$ cat config.mk
export PLATFORM = sky130hd
export DESIGN_NAME = spmv_row_dispatcher_flat
export DESIGN_NICKNAME = d
export VERILOG_FILES = /design/src/rtl/spmv_row_dispatcher_if.sv /design/src/rtl/spmv_row_dispatcher.sv /design/src/flat_wrapper.sv
export SDC_FILE = /design/constraint.sdc
export NUM_CORES = 1
export LEC_CHECK = 0
export CELL_PAD_IN_SITES_DETAIL_PLACEMENT = 0
export CELL_PAD_IN_SITES_GLOBAL_PLACEMENT = 2
export CORE_UTILIZATION = 29
export CTS_CLUSTER_DIAMETER = 50
export DETAILED_ROUTE_END_ITERATION = 8
export GPL_TIMING_DRIVEN = 0
export PLACE_DENSITY_LB_ADDON = 0.1
export SETUP_SLACK_MARGIN = 0.05
export SLEW_MARGIN = 20
export SYNTH_ARGS = -nofsm -noshare
export SYNTH_HDL_FRONTEND = slang
export SYNTH_SLANG_ARGS = --single-unit
$ cat constraint.sdc
create_clock -name clk -period 11.14 [get_ports clk]
set_input_delay 1.671 -clock clk [delete_from_list [all_inputs] [get_ports clk]]
set_output_delay 1.671 -clock clk [all_outputs]
set_load 0.02 [all_outputs]
$ cat src/rtl/spmv_row_dispatcher_if.sv
// ---------------------------------------------------------------------------
// spmv_row_dispatcher_if
// Stream bundle around the SpMV row dispatcher.
//   S_AXIS_PTR_* : CSR row-pointer stream in (tlast = end pointer of a matrix)
//   S_AXIS_VAL_* : matrix nonzero values in
//   S_AXIS_VEC_* : gathered x[col] values in
//   M_AXIS_A_*   : A operand out (nonzero value)
//   M_AXIS_B_*   : B operand out (vector value)
//   M_AXIS_TIMES_*: per-row operand count out
// Modports:
//   master : the dispatcher itself (producer of the operand stream)
//   slave  : the surrounding environment feeding/draining the dispatcher
// ---------------------------------------------------------------------------
interface spmv_row_dispatcher_if #(
    parameter int PTR_W  = 32,
    parameter int DATA_W = 64
);
    logic [PTR_W-1:0]  S_AXIS_PTR_tdata;
    logic              S_AXIS_PTR_tvalid;
    logic              S_AXIS_PTR_tready;
    logic              S_AXIS_PTR_tlast;

    logic [DATA_W-1:0] S_AXIS_VAL_tdata;
    logic              S_AXIS_VAL_tvalid;
    logic              S_AXIS_VAL_tready;

    logic [DATA_W-1:0] S_AXIS_VEC_tdata;
    logic              S_AXIS_VEC_tvalid;
    logic              S_AXIS_VEC_tready;

    logic [DATA_W-1:0] M_AXIS_A_tdata;
    logic              M_AXIS_A_tvalid;
    logic              M_AXIS_A_tready;

    logic [DATA_W-1:0] M_AXIS_B_tdata;
    logic              M_AXIS_B_tvalid;
    logic              M_AXIS_B_tready;

    logic [PTR_W-1:0]  M_AXIS_TIMES_tdata;
    logic              M_AXIS_TIMES_tvalid;
    logic              M_AXIS_TIMES_tready;

    modport master (
        input  S_AXIS_PTR_tdata, S_AXIS_PTR_tvalid, S_AXIS_PTR_tlast,
        output S_AXIS_PTR_tready,
        input  S_AXIS_VAL_tdata, S_AXIS_VAL_tvalid,
        output S_AXIS_VAL_tready,
        input  S_AXIS_VEC_tdata, S_AXIS_VEC_tvalid,
        output S_AXIS_VEC_tready,
        output M_AXIS_A_tdata, M_AXIS_A_tvalid,
        input  M_AXIS_A_tready,
        output M_AXIS_B_tdata, M_AXIS_B_tvalid,
        input  M_AXIS_B_tready,
        output M_AXIS_TIMES_tdata, M_AXIS_TIMES_tvalid,
        input  M_AXIS_TIMES_tready
    );

    modport slave (
        output S_AXIS_PTR_tdata, S_AXIS_PTR_tvalid, S_AXIS_PTR_tlast,
        input  S_AXIS_PTR_tready,
        output S_AXIS_VAL_tdata, S_AXIS_VAL_tvalid,
        input  S_AXIS_VAL_tready,
        output S_AXIS_VEC_tdata, S_AXIS_VEC_tvalid,
        input  S_AXIS_VEC_tready,
        input  M_AXIS_A_tdata, M_AXIS_A_tvalid,
        output M_AXIS_A_tready,
        input  M_AXIS_B_tdata, M_AXIS_B_tvalid,
        output M_AXIS_B_tready,
        input  M_AXIS_TIMES_tdata, M_AXIS_TIMES_tvalid,
        output M_AXIS_TIMES_tready
    );
endinterface

$ cat src/rtl/spmv_row_dispatcher.sv
// ---------------------------------------------------------------------------
// spmv_row_dispatcher
// Turns a CSR row-pointer stream plus nonzero-value and gathered-vector
// streams into, per row, one TIMES word followed by exactly TIMES lock-stepped
// A/B operand pairs. Empty rows are padded with one (0,0) pair when
// PAD_EMPTY != 0 so every row produces exactly one downstream result.
// Ports:
//   clk, rst  : clock, asynchronous active-high reset
//   bus       : stream bundle (master view), see spmv_row_dispatcher_if
//   rows_done : count of TIMES handshakes, wraps modulo 2^32
//   busy      : FSM not idle or any output valid asserted
//   err_ptr   : sticky, a pointer smaller than its predecessor was seen
// ---------------------------------------------------------------------------
module spmv_row_dispatcher #(
    parameter int PTR_W     = 32,
    parameter int DATA_W    = 64,
    parameter int PAD_EMPTY = 1
) (
    input  logic                  clk,
    input  logic                  rst,
    spmv_row_dispatcher_if.master bus,
    output logic [31:0]           rows_done,
    output logic                  busy,
    output logic                  err_ptr
);

    typedef enum logic [2:0] {
        ST_IDLE,
        ST_WAIT_PTR,
        ST_TIMES,
        ST_STREAM,
        ST_PAD
    } state_t;

    state_t              r_state;
    logic                r_ptr_ready;
    logic [PTR_W-1:0]    r_base;
    logic [PTR_W-1:0]    r_len;
    logic [PTR_W-1:0]    r_rem;
    logic                r_last_row;
    logic [PTR_W-1:0]    r_times_data;
    logic                r_times_valid;
    logic [DATA_W-1:0]   r_a_data;
    logic [DATA_W-1:0]   r_b_data;
    logic                r_a_pend;
    logic                r_b_pend;
    logic [31:0]         r_rows_done;
    logic                r_err;

    logic                w_ptr_hs;
    logic                w_times_hs;
    logic                w_slot_free;
    logic                w_take;
    logic                w_decr;
    logic [PTR_W-1:0]    w_len;
    state_t              w_exit_state;

    always_comb begin
        w_ptr_hs     = r_ptr_ready & bus.S_AXIS_PTR_tvalid;
        w_times_hs   = r_times_valid & bus.M_AXIS_TIMES_tready;
        // Slot is free when each half is empty or leaving this cycle.
        w_slot_free  = (~r_a_pend | bus.M_AXIS_A_tready) &
                       (~r_b_pend | bus.M_AXIS_B_tready);
        // VAL and VEC are only ever taken together.
        w_take       = (r_state == ST_STREAM) & (r_rem != '0) & w_slot_free &
                       bus.S_AXIS_VAL_tvalid & bus.S_AXIS_VEC_tvalid;
        w_decr       = bus.S_AXIS_PTR_tdata < r_base;
        w_len        = w_decr ? '0 : (bus.S_AXIS_PTR_tdata - r_base);
        w_exit_state = r_last_row ? ST_IDLE : ST_WAIT_PTR;
    end

    assign bus.S_AXIS_PTR_tready   = r_ptr_ready;
    assign bus.S_AXIS_VAL_tready   = w_take;
    assign bus.S_AXIS_VEC_tready   = w_take;
    assign bus.M_AXIS_A_tdata      = r_a_data;
    assign bus.M_AXIS_A_tvalid     = r_a_pend;
    assign bus.M_AXIS_B_tdata      = r_b_data;
    assign bus.M_AXIS_B_tvalid     = r_b_pend;
    assign bus.M_AXIS_TIMES_tdata  = r_times_data;
    assign bus.M_AXIS_TIMES_tvalid = r_times_valid;
    assign rows_done               = r_rows_done;
    assign err_ptr                 = r_err;
    assign busy                    = (r_state != ST_IDLE) | r_times_valid |
                                     r_a_pend | r_b_pend;

    always_ff @(posedge clk or posedge rst) begin
        if (rst) begin
            r_state       <= ST_IDLE;
            r_ptr_ready   <= 1'b0;
            r_base        <= '0;
            r_len         <= '0;
            r_rem         <= '0;
            r_last_row    <= 1'b0;
            r_times_data  <= '0;
            r_times_valid <= 1'b0;
            r_a_data      <= '0;
            r_b_data      <= '0;
            r_a_pend      <= 1'b0;
            r_b_pend      <= 1'b0;
            r_rows_done   <= '0;
            r_err         <= 1'b0;
        end else begin
            // Each pending flag retires on its own handshake; a new load
            // below overrides both.
            if (bus.M_AXIS_A_tready) r_a_pend <= 1'b0;
            if (bus.M_AXIS_B_tready) r_b_pend <= 1'b0;

            case (r_state)
                ST_IDLE: begin
                    r_ptr_ready <= 1'b1;
                    if (w_ptr_hs) begin
                        r_base <= bus.S_AXIS_PTR_tdata;
                        // A lone tlast pointer is a zero-row matrix.
                        if (!bus.S_AXIS_PTR_tlast) r_state <= ST_WAIT_PTR;
                    end
                end
                ST_WAIT_PTR: begin
                    r_ptr_ready <= 1'b1;
                    if (w_ptr_hs) begin
                        r_base        <= bus.S_AXIS_PTR_tdata;
                        r_len         <= w_len;
                        r_times_data  <= (w_len == '0 && PAD_EMPTY != 0) ?
                                         PTR_W'(1) : w_len;
                        r_times_valid <= 1'b1;
                        r_last_row    <= bus.S_AXIS_PTR_tlast;
                        r_ptr_ready   <= 1'b0;
                        r_state       <= ST_TIMES;
                        if (w_decr) r_err <= 1'b1;
                    end
                end
                ST_TIMES: begin
                    if (w_times_hs) begin
                        r_times_valid <= 1'b0;
                        r_rows_done   <= r_rows_done + 32'd1;
                        r_rem         <= r_len;
                        if (r_len != '0) begin
                            r_state <= ST_STREAM;
                        end else if (PAD_EMPTY != 0) begin
                            // r_rem doubles as the "pad pair still owed" flag.
                            r_rem   <= PTR_W'(1);
                            r_state <= ST_PAD;
                        end else begin
                            r_ptr_ready <= 1'b1;
                            r_state     <= w_exit_state;
                        end
                    end
                end
                ST_STREAM: begin
                    if (w_take) begin
                        r_a_data <= bus.S_AXIS_VAL_tdata;
                        r_b_data <= bus.S_AXIS_VEC_tdata;
                        r_a_pend <= 1'b1;
                        r_b_pend <= 1'b1;
                        r_rem    <= r_rem - PTR_W'(1);
                    end else if (r_rem == '0 && w_slot_free) begin
                        r_ptr_ready <= 1'b1;
                        r_state     <= w_exit_state;
                    end
                end
                ST_PAD: begin
                    if (w_slot_free) begin
                        if (r_rem != '0) begin
                            r_a_data <= '0;
                            r_b_data <= '0;
                            r_a_pend <= 1'b1;
                            r_b_pend <= 1'b1;
                            r_rem    <= '0;
                        end else begin
                            r_ptr_ready <= 1'b1;
                            r_state     <= w_exit_state;
                        end
                    end
                end
                default: r_state <= ST_IDLE;
            endcase
        end
    end

endmodule

$ cat src/flat_wrapper.sv
// flat-port wrapper written by rule: the top's interface ports become plain ports
module spmv_row_dispatcher_flat 
#(
    parameter int PTR_W     = 32,
    parameter int DATA_W    = 64,
    parameter int PAD_EMPTY = 1
)
  (clk, rst, rows_done, busy, err_ptr, bus_S_AXIS_PTR_tdata, bus_S_AXIS_PTR_tvalid, bus_S_AXIS_PTR_tlast, bus_S_AXIS_PTR_tready, bus_S_AXIS_VAL_tdata, bus_S_AXIS_VAL_tvalid, bus_S_AXIS_VAL_tready, bus_S_AXIS_VEC_tdata, bus_S_AXIS_VEC_tvalid, bus_S_AXIS_VEC_tready, bus_M_AXIS_A_tdata, bus_M_AXIS_A_tvalid, bus_M_AXIS_A_tready, bus_M_AXIS_B_tdata, bus_M_AXIS_B_tvalid, bus_M_AXIS_B_tready, bus_M_AXIS_TIMES_tdata, bus_M_AXIS_TIMES_tvalid, bus_M_AXIS_TIMES_tready);
  spmv_row_dispatcher_if #(.PTR_W(PTR_W), .DATA_W(DATA_W)) bus_i ();
  input  logic clk;
  input  logic rst;
  output logic [31:0] rows_done;
  output logic busy;
  output logic err_ptr;
  input wire logic [$bits(bus_i.S_AXIS_PTR_tdata)-1:0] bus_S_AXIS_PTR_tdata;
  input wire logic [$bits(bus_i.S_AXIS_PTR_tvalid)-1:0] bus_S_AXIS_PTR_tvalid;
  input wire logic [$bits(bus_i.S_AXIS_PTR_tlast)-1:0] bus_S_AXIS_PTR_tlast;
  output wire logic [$bits(bus_i.S_AXIS_PTR_tready)-1:0] bus_S_AXIS_PTR_tready;
  input wire logic [$bits(bus_i.S_AXIS_VAL_tdata)-1:0] bus_S_AXIS_VAL_tdata;
  input wire logic [$bits(bus_i.S_AXIS_VAL_tvalid)-1:0] bus_S_AXIS_VAL_tvalid;
  output wire logic [$bits(bus_i.S_AXIS_VAL_tready)-1:0] bus_S_AXIS_VAL_tready;
  input wire logic [$bits(bus_i.S_AXIS_VEC_tdata)-1:0] bus_S_AXIS_VEC_tdata;
  input wire logic [$bits(bus_i.S_AXIS_VEC_tvalid)-1:0] bus_S_AXIS_VEC_tvalid;
  output wire logic [$bits(bus_i.S_AXIS_VEC_tready)-1:0] bus_S_AXIS_VEC_tready;
  output wire logic [$bits(bus_i.M_AXIS_A_tdata)-1:0] bus_M_AXIS_A_tdata;
  output wire logic [$bits(bus_i.M_AXIS_A_tvalid)-1:0] bus_M_AXIS_A_tvalid;
  input wire logic [$bits(bus_i.M_AXIS_A_tready)-1:0] bus_M_AXIS_A_tready;
  output wire logic [$bits(bus_i.M_AXIS_B_tdata)-1:0] bus_M_AXIS_B_tdata;
  output wire logic [$bits(bus_i.M_AXIS_B_tvalid)-1:0] bus_M_AXIS_B_tvalid;
  input wire logic [$bits(bus_i.M_AXIS_B_tready)-1:0] bus_M_AXIS_B_tready;
  output wire logic [$bits(bus_i.M_AXIS_TIMES_tdata)-1:0] bus_M_AXIS_TIMES_tdata;
  output wire logic [$bits(bus_i.M_AXIS_TIMES_tvalid)-1:0] bus_M_AXIS_TIMES_tvalid;
  input wire logic [$bits(bus_i.M_AXIS_TIMES_tready)-1:0] bus_M_AXIS_TIMES_tready;
  assign bus_i.S_AXIS_PTR_tdata = bus_S_AXIS_PTR_tdata;
  assign bus_i.S_AXIS_PTR_tvalid = bus_S_AXIS_PTR_tvalid;
  assign bus_i.S_AXIS_PTR_tlast = bus_S_AXIS_PTR_tlast;
  assign bus_S_AXIS_PTR_tready = bus_i.S_AXIS_PTR_tready;
  assign bus_i.S_AXIS_VAL_tdata = bus_S_AXIS_VAL_tdata;
  assign bus_i.S_AXIS_VAL_tvalid = bus_S_AXIS_VAL_tvalid;
  assign bus_S_AXIS_VAL_tready = bus_i.S_AXIS_VAL_tready;
  assign bus_i.S_AXIS_VEC_tdata = bus_S_AXIS_VEC_tdata;
  assign bus_i.S_AXIS_VEC_tvalid = bus_S_AXIS_VEC_tvalid;
  assign bus_S_AXIS_VEC_tready = bus_i.S_AXIS_VEC_tready;
  assign bus_M_AXIS_A_tdata = bus_i.M_AXIS_A_tdata;
  assign bus_M_AXIS_A_tvalid = bus_i.M_AXIS_A_tvalid;
  assign bus_i.M_AXIS_A_tready = bus_M_AXIS_A_tready;
  assign bus_M_AXIS_B_tdata = bus_i.M_AXIS_B_tdata;
  assign bus_M_AXIS_B_tvalid = bus_i.M_AXIS_B_tvalid;
  assign bus_i.M_AXIS_B_tready = bus_M_AXIS_B_tready;
  assign bus_M_AXIS_TIMES_tdata = bus_i.M_AXIS_TIMES_tdata;
  assign bus_M_AXIS_TIMES_tvalid = bus_i.M_AXIS_TIMES_tvalid;
  assign bus_i.M_AXIS_TIMES_tready = bus_M_AXIS_TIMES_tready;
  spmv_row_dispatcher #(.PTR_W(PTR_W), .DATA_W(DATA_W), .PAD_EMPTY(PAD_EMPTY)) u_core (.clk(clk), .rst(rst), .bus(bus_i), .rows_done(rows_done), .busy(busy), .err_ptr(err_ptr));
endmodule
Word-level counts from Yosys, hierarchy flattened

Cells that the tools add are included.

Flip-flop bits (word level): 297

Equality and inequality tests: 14
Mux-type cells: 44
Reduce and logical (&&, ||, !) cells: 21
Bitwise operators: 14
$add $sub $neg: 3
Order comparisons: 1

Operators by type and width:

| cell                                                   | number |
|---|---|
| 2-to-1 mux 64 bit                                      | 4 |
| one-hot mux 64 bit (2 select lines)                    | 2 |
| 2-to-1 mux 32 bit                                      | 7 |
| one-hot mux 32 bit (3 select lines)                    | 1 |
| zero test 32 bit                                       | 2 |
| nonzero test 32 bit                                    | 2 |
| adder 32 x 1 -> 32 bit (second input constant)         | 1 |
| < comparator 32 bit                                    | 1 |
| subtractor 32 x 1 -> 32 bit (second input constant)    | 1 |
| subtractor 32 bit                                      | 1 |
| 2-to-1 mux 3 bit                                       | 9 |
| 2-to-1 mux 1 bit                                       | 16 |
| one-hot mux 3 bit (5 select lines)                     | 1 |
| inequality test 2 x 1 -> 1 bit (second input constant) | 5 |
| inequality test 2 bit (second input constant)          | 5 |
| AND reduction 5 bit                                    | 2 |
| AND reduction 8 bit                                    | 1 |
| bitwise AND 1 bit                                      | 7 |
| == test 3 x 2 -> 1 bit (second input constant)         | 2 |
| one-hot mux 1 bit (2 select lines)                     | 3 |
| AND reduction 2 bit                                    | 3 |
| AND reduction 3 bit                                    | 2 |
| nonzero test 3 bit                                     | 2 |
| bitwise OR 1 bit                                       | 5 |
| 10 further kinds                                       | 12 |

Logic depth before layout (Yosys ltp)

Word-level depth: 8
Mapped depth: 14

Worst setup path after synthesis

Ideal clock, no wire load.

Path kind: input-to-output
Start: in bus_M_AXIS_B_tready
End: out bus_S_AXIS_VEC_tready
Setup slack: 6.573 ns
Path buffers: 2
Arrival time: 2.896 ns
Cell stages on the path: 7
Cells stage by stage: nand2b_1 nand2_1 nor2_1 o211ai_1 buf_2 nor2_1 buf_4

Longest elaborated chain between the ends: 5

RTL lines:

| element                        | RTL line                  | source |
|---|---|---|
| from (decl)                    | flat_wrapper.sv:30        | `input wire logic [$bits(bus_i.M_AXIS_B_tready)-1:0] bus_M_AXIS_B_tready;` |
| bitwise OR 1 bit               | spmv_row_dispatcher.sv:63 | `(~r_b_pend \| bus.M_AXIS_B_tready);` |
| bitwise AND 1 bit              | spmv_row_dispatcher.sv:62 | `w_slot_free = (~r_a_pend \| bus.M_AXIS_A_tready) &` |
| bitwise AND 1 bit (2 in a row) | spmv_row_dispatcher.sv:65 | `w_take = (r_state == ST_STREAM) & (r_rem != '0) & w_slot_free &` |
| bitwise AND 1 bit              | spmv_row_dispatcher.sv:66 | `bus.S_AXIS_VAL_tvalid & bus.S_AXIS_VEC_tvalid;` |
| to (decl)                      | flat_wrapper.sv:24        | `output wire logic [$bits(bus_i.S_AXIS_VEC_tready)-1:0] bus_S_AXIS_VEC_tready;` |

Every way passes these cells.

Worst setup path in the final report

Start: reg u_core.r_rem[8]
End: out bus_S_AXIS_VEC_tready

Longest elaborated chain between the ends: 5

RTL lines:

| element                        | RTL line                   | source |
|---|---|---|
| from (decl)                    | spmv_row_dispatcher.sv:39  | `logic [PTR_W-1:0] r_rem;` |
| from (signal assigned)         | spmv_row_dispatcher.sv:135 | `r_rem <= r_len;` |
| from (signal assigned)         | spmv_row_dispatcher.sv:154 | `r_rem <= r_rem - PTR_W'(1);` |
| nonzero test 32 bit            | spmv_row_dispatcher.sv:65  |  |
| bitwise AND 1 bit (3 in a row) | spmv_row_dispatcher.sv:65  |  |
| bitwise AND 1 bit              | spmv_row_dispatcher.sv:66  |  |

Every way passes these cells.

==> flow_summary_export.csv <==
group,metric,value,unit
outcome,outcome,"finished, final reports clean",
sta,maxClockFrequency,166,MHz
placement,postPlaceCellArea,19000,sq um
sta,final-setup-viol-count,0,
job,maxCapViolCount,0,
global_route,track_usage,0.213,
route,drc,0,
placement,place_hpwl,41400,um
floorplan,die_w,225,um
synth,syn_nets,1822,
power_and_ir_drop,seqPwrFrac,0.402,
sta,rsz0062_at_grt,"no",
synth,synth.cell_area,14400,sq um
final_layout,area_growth_syn_to_layout,42.9,%
route,via_count,13192,
global_route,grt_max_degree,89,
power_and_ir_drop,p_int,2090,uW
cts,cts_num_sinks,297,
floorplan,die_h,225,um
cts,hold_buffers,0,
cts,tritoncts,"yes",
min_path,hold_path.class,"reg -> reg",
setup_path,worstSetupPathType,"reg -> out",
power_and_ir_drop,ir_drop,0.0832,mV
route,wl_per_cell,19.8,um
route,dr.max_layer_used,"met5",
synth,ys_types,76,
synth,yosys_most_used_dff,"dfrtp_1",
power_and_ir_drop,clkPwrFrac,0.547,
cts,post_cts_buffers,0,
sta,hold_viol,0,
cts,cts_buffers,44,
setup_path,critPathCaptureType,"output pin",
sta,final.period_utilization,0.540,
power_and_ir_drop,total_power,2680,uW
route,drtIter0Drc,787,
power_and_ir_drop,leakage,0.00942,uW
power_and_ir_drop,power.density,130,nW/um^2
cts,clock_latency,580,ps
final_layout,final_nets,2239,
setup_path,cp.arrival,4340,ps
sta,slew_violations,0,
floorplan,core-area,49000,sq um
placement,place_inst,2652,
route,drtPass1Iterations,5,
sta,finalSetupTns,0,ps
floorplan,die_area,50500,sq um
cts,post_cts_resized,0,
sta,whs,476,ps
setup_path,reg2reg_setup_slack,7290,ps
synth,syn_avg_cell_area,8.90,sq um
cts,clkSlewWorstSetupHoldPaths,60,ps
sta,relSlewSlack,0.349,
power_and_ir_drop,p_comb_frac,0.050,
floorplan,start_util,0.294,
floorplan,rows,81,
floorplan,ios,369,
route,drt_wl_total,54200,um
final_layout,final_layout_size_suffix_gt1_frac,0.0609,
final_layout,design_area,20600,sq um
global_route,first_global_vias,13053,
route,wl_met1,24500,um
synth,synth_edf_count,0,
sta,period_needed,6010,ps
setup_path,start_kind,"flip-flop",
placement,place_congestion,0.830,
route,wl_met2,25000,um
sta,fin_skew,36.7,ps
power_and_ir_drop,switching_share,0.221,
synth,synth-seq-cells,297,
sta,worst_slew_pin_slew,973,ps
route,ant_nets,0,
route,vias_per_cell,4.83,
synth,async_reset_ff_frac,1.00,
cts,clk_path_buf_depth,3,
synth,synth_warnings,0,
global_route,antenna_found_initial,2,
cts,cts_htree_levels,2,
route,dr_wl_met3,3710,um
setup_path,critPathMaxFanout,10,
cts,cts-root-buf,"clkbuf_16",
final_layout,instances_no_fill,2734,
synth,ys_seq_area_frac,0.516,
synth,synthCells,1617,
placement,numPortBuffers,368,
power_and_ir_drop,netSwitchingPower,593,uW
setup_path,crit_required,9470,ps
global_route,grt.overflow.total,0,
global_route,grt_pass1_wl,82000,um
[cell families after synthesis]
| family | Yosys count | synth area share |
|---|---|---|
| xor gates and xnor gates | 52 | 0.0316 |
| adders and majority gates | 36 | 0.0318 |
| DFF | 297 | 0.516 |
| and+or+nand+nor | 660 | 0.199 |
| muxes | 2 | 0.00156 |
| buffers and inverters | 141 | 0.0412 |
| AOI/OAI and AO/OA | 429 | 0.178 |
[Yosys cell counts, types with 3 or more instances]
master / number / area (sq um)
nor2_1: 66 / 248
dfrtp_1: 297 / 7430
buf_2: 15 / 75.1
xor2_1: 18 / 158
a32oi_1: 12 / 105
and4_1: 4 / 35.0
nand2_1: 442 / 1660
o21ai_0: 248 / 1240
ha_1: 35 / 438
nor2b_1: 9 / 56.3
nand3_1: 21 / 105
a31oi_1: 4 / 25.0
nand2b_1: 9 / 56.3
nor3_1: 23 / 115
nand3b_1: 7 / 52.6
o31ai_1: 4 / 30.0
nor4_1: 19 / 119
and3_1: 14 / 87.6
and2_1: 8 / 50.1
o21bai_1: 3 / 22.5
or3_1: 9 / 56.3
a21oi_1: 63 / 315
o21a_1: 10 / 75.1
nand4_1: 15 / 93.8
a22o_1: 4 / 35.0
o211ai_1: 5 / 37.5
inv_1: 53 / 199
a21o_1: 25 / 188
buf_4: 6 / 45.0
xnor2_1: 34 / 298
o31a_1: 5 / 43.8
clkbuf_1: 63 / 236
a22oi_1: 13 / 97.6
[placed cells by master (no fill, tap or decap), types with 10 or more instances in the layout]
cell type	n
nand2_1	442
clkdlybuf4s50_1	368
dfrtp_1	297
o21ai_0	248
clkbuf_1	69
nor2_1	66
a21oi_1	63
inv_1	52
clkbuf_16	46
ha_1	35
xnor2_1	34
a21o_1	25
nor3_1	23
nand3_1	21
nor4_1	19
xor2_1	18
buf_2	15
nand4_1	15
and3_1	14
a22oi_1	13
a32oi_1	12
clkbuf_8	11
o21a_1	10
[sequential cells by signal, summed over array words and instances, names as in the netlist, 3 cells and up]
signal,flops
u_core.bus.M_AXIS_TIMES_tdata,32
u_core.bus.M_AXIS_A_tdata,64
u_core.bus.M_AXIS_B_tdata,64
u_core.r_base,32
u_core.rows_done,32
u_core.r_rem,32
u_core.r_len,32
u_core.r_state,3
[stage by stage]
| stage | worst slack (ps) | util |
|---|---|---|
| finish | 5130 | 0.420 |
| global route | 4870 | 0.420 |
| CTS | 5110 | 0.420 |
| detailed placement | 5390 | 0.388 |
| global placement | -3560 | 0.386 |
| floorplan | 1260 | - |
[metal layers]
metal,GRT usage,up-vias
li1,-,6387
met5,0,-
met4,0.0542,2
met1,0.287,6358
met3,0.0516,63
met2,0.341,382
[power groups by stage]
stage	registers, uW	logic (uW)	clock network, uW
after detailed placement	1100	136	0
final	1080	135	1470
after global placement	1100	133	0
after floorplan	1100	51.5	0
after global routing	1080	150	1550
after CTS	1080	138	1510
[area by class of cell]
class / count / area [sq um]
diodes: 1 / 2.50
plain buffers: 88 / 394
clock buffers: 62 / 1310
clock inverters: 19 / 255
fillers: 4914 / 28400
inverters: 53 / 206
multi-input cells: 1179 / 6370
flip-flops and latches: 297 / 7430
well taps: 664 / 831
repair buffers: 371 / 3770
[worst paths after layout]
path	from	end	cells past startpoint
max	u_core.r_rem[8]$_DFFE_PP0P_	bus_S_AXIS_VEC_tready	11
min	u_core.bus.M_AXIS_A_tdata[53]$_DFFE_PP0P_	u_core.bus.M_AXIS_A_tdata[53]$_DFFE_PP0P_	2
max reg2reg	u_core.r_rem[8]$_DFFE_PP0P_	u_core.bus.M_AXIS_A_tdata[36]$_DFFE_PP0P_	13
min reg2reg	u_core.bus.M_AXIS_A_tdata[53]$_DFFE_PP0P_	u_core.bus.M_AXIS_A_tdata[53]$_DFFE_PP0P_	2
max in group asynchronous	rst	u_core.bus.M_AXIS_A_tdata[5]$_DFFE_PP0P_	4
min in group asynchronous	rst	u_core.r_base[10]$_DFFE_PP0P_	2
[worst max-delay path, cell delays in order, from the launching register on]
cell and delay [ps]:
dfrtp_1 440, nor4_1 610, and4b_1 370, and3_1 330, nand3b_1 150, nor3_1 230, nor2_1 90, o211ai_1 390
buf_2 310, nor2_1 140, buf_4 180, clkdlybuf4s50_1 520
(Power assumes the default switching activity.)
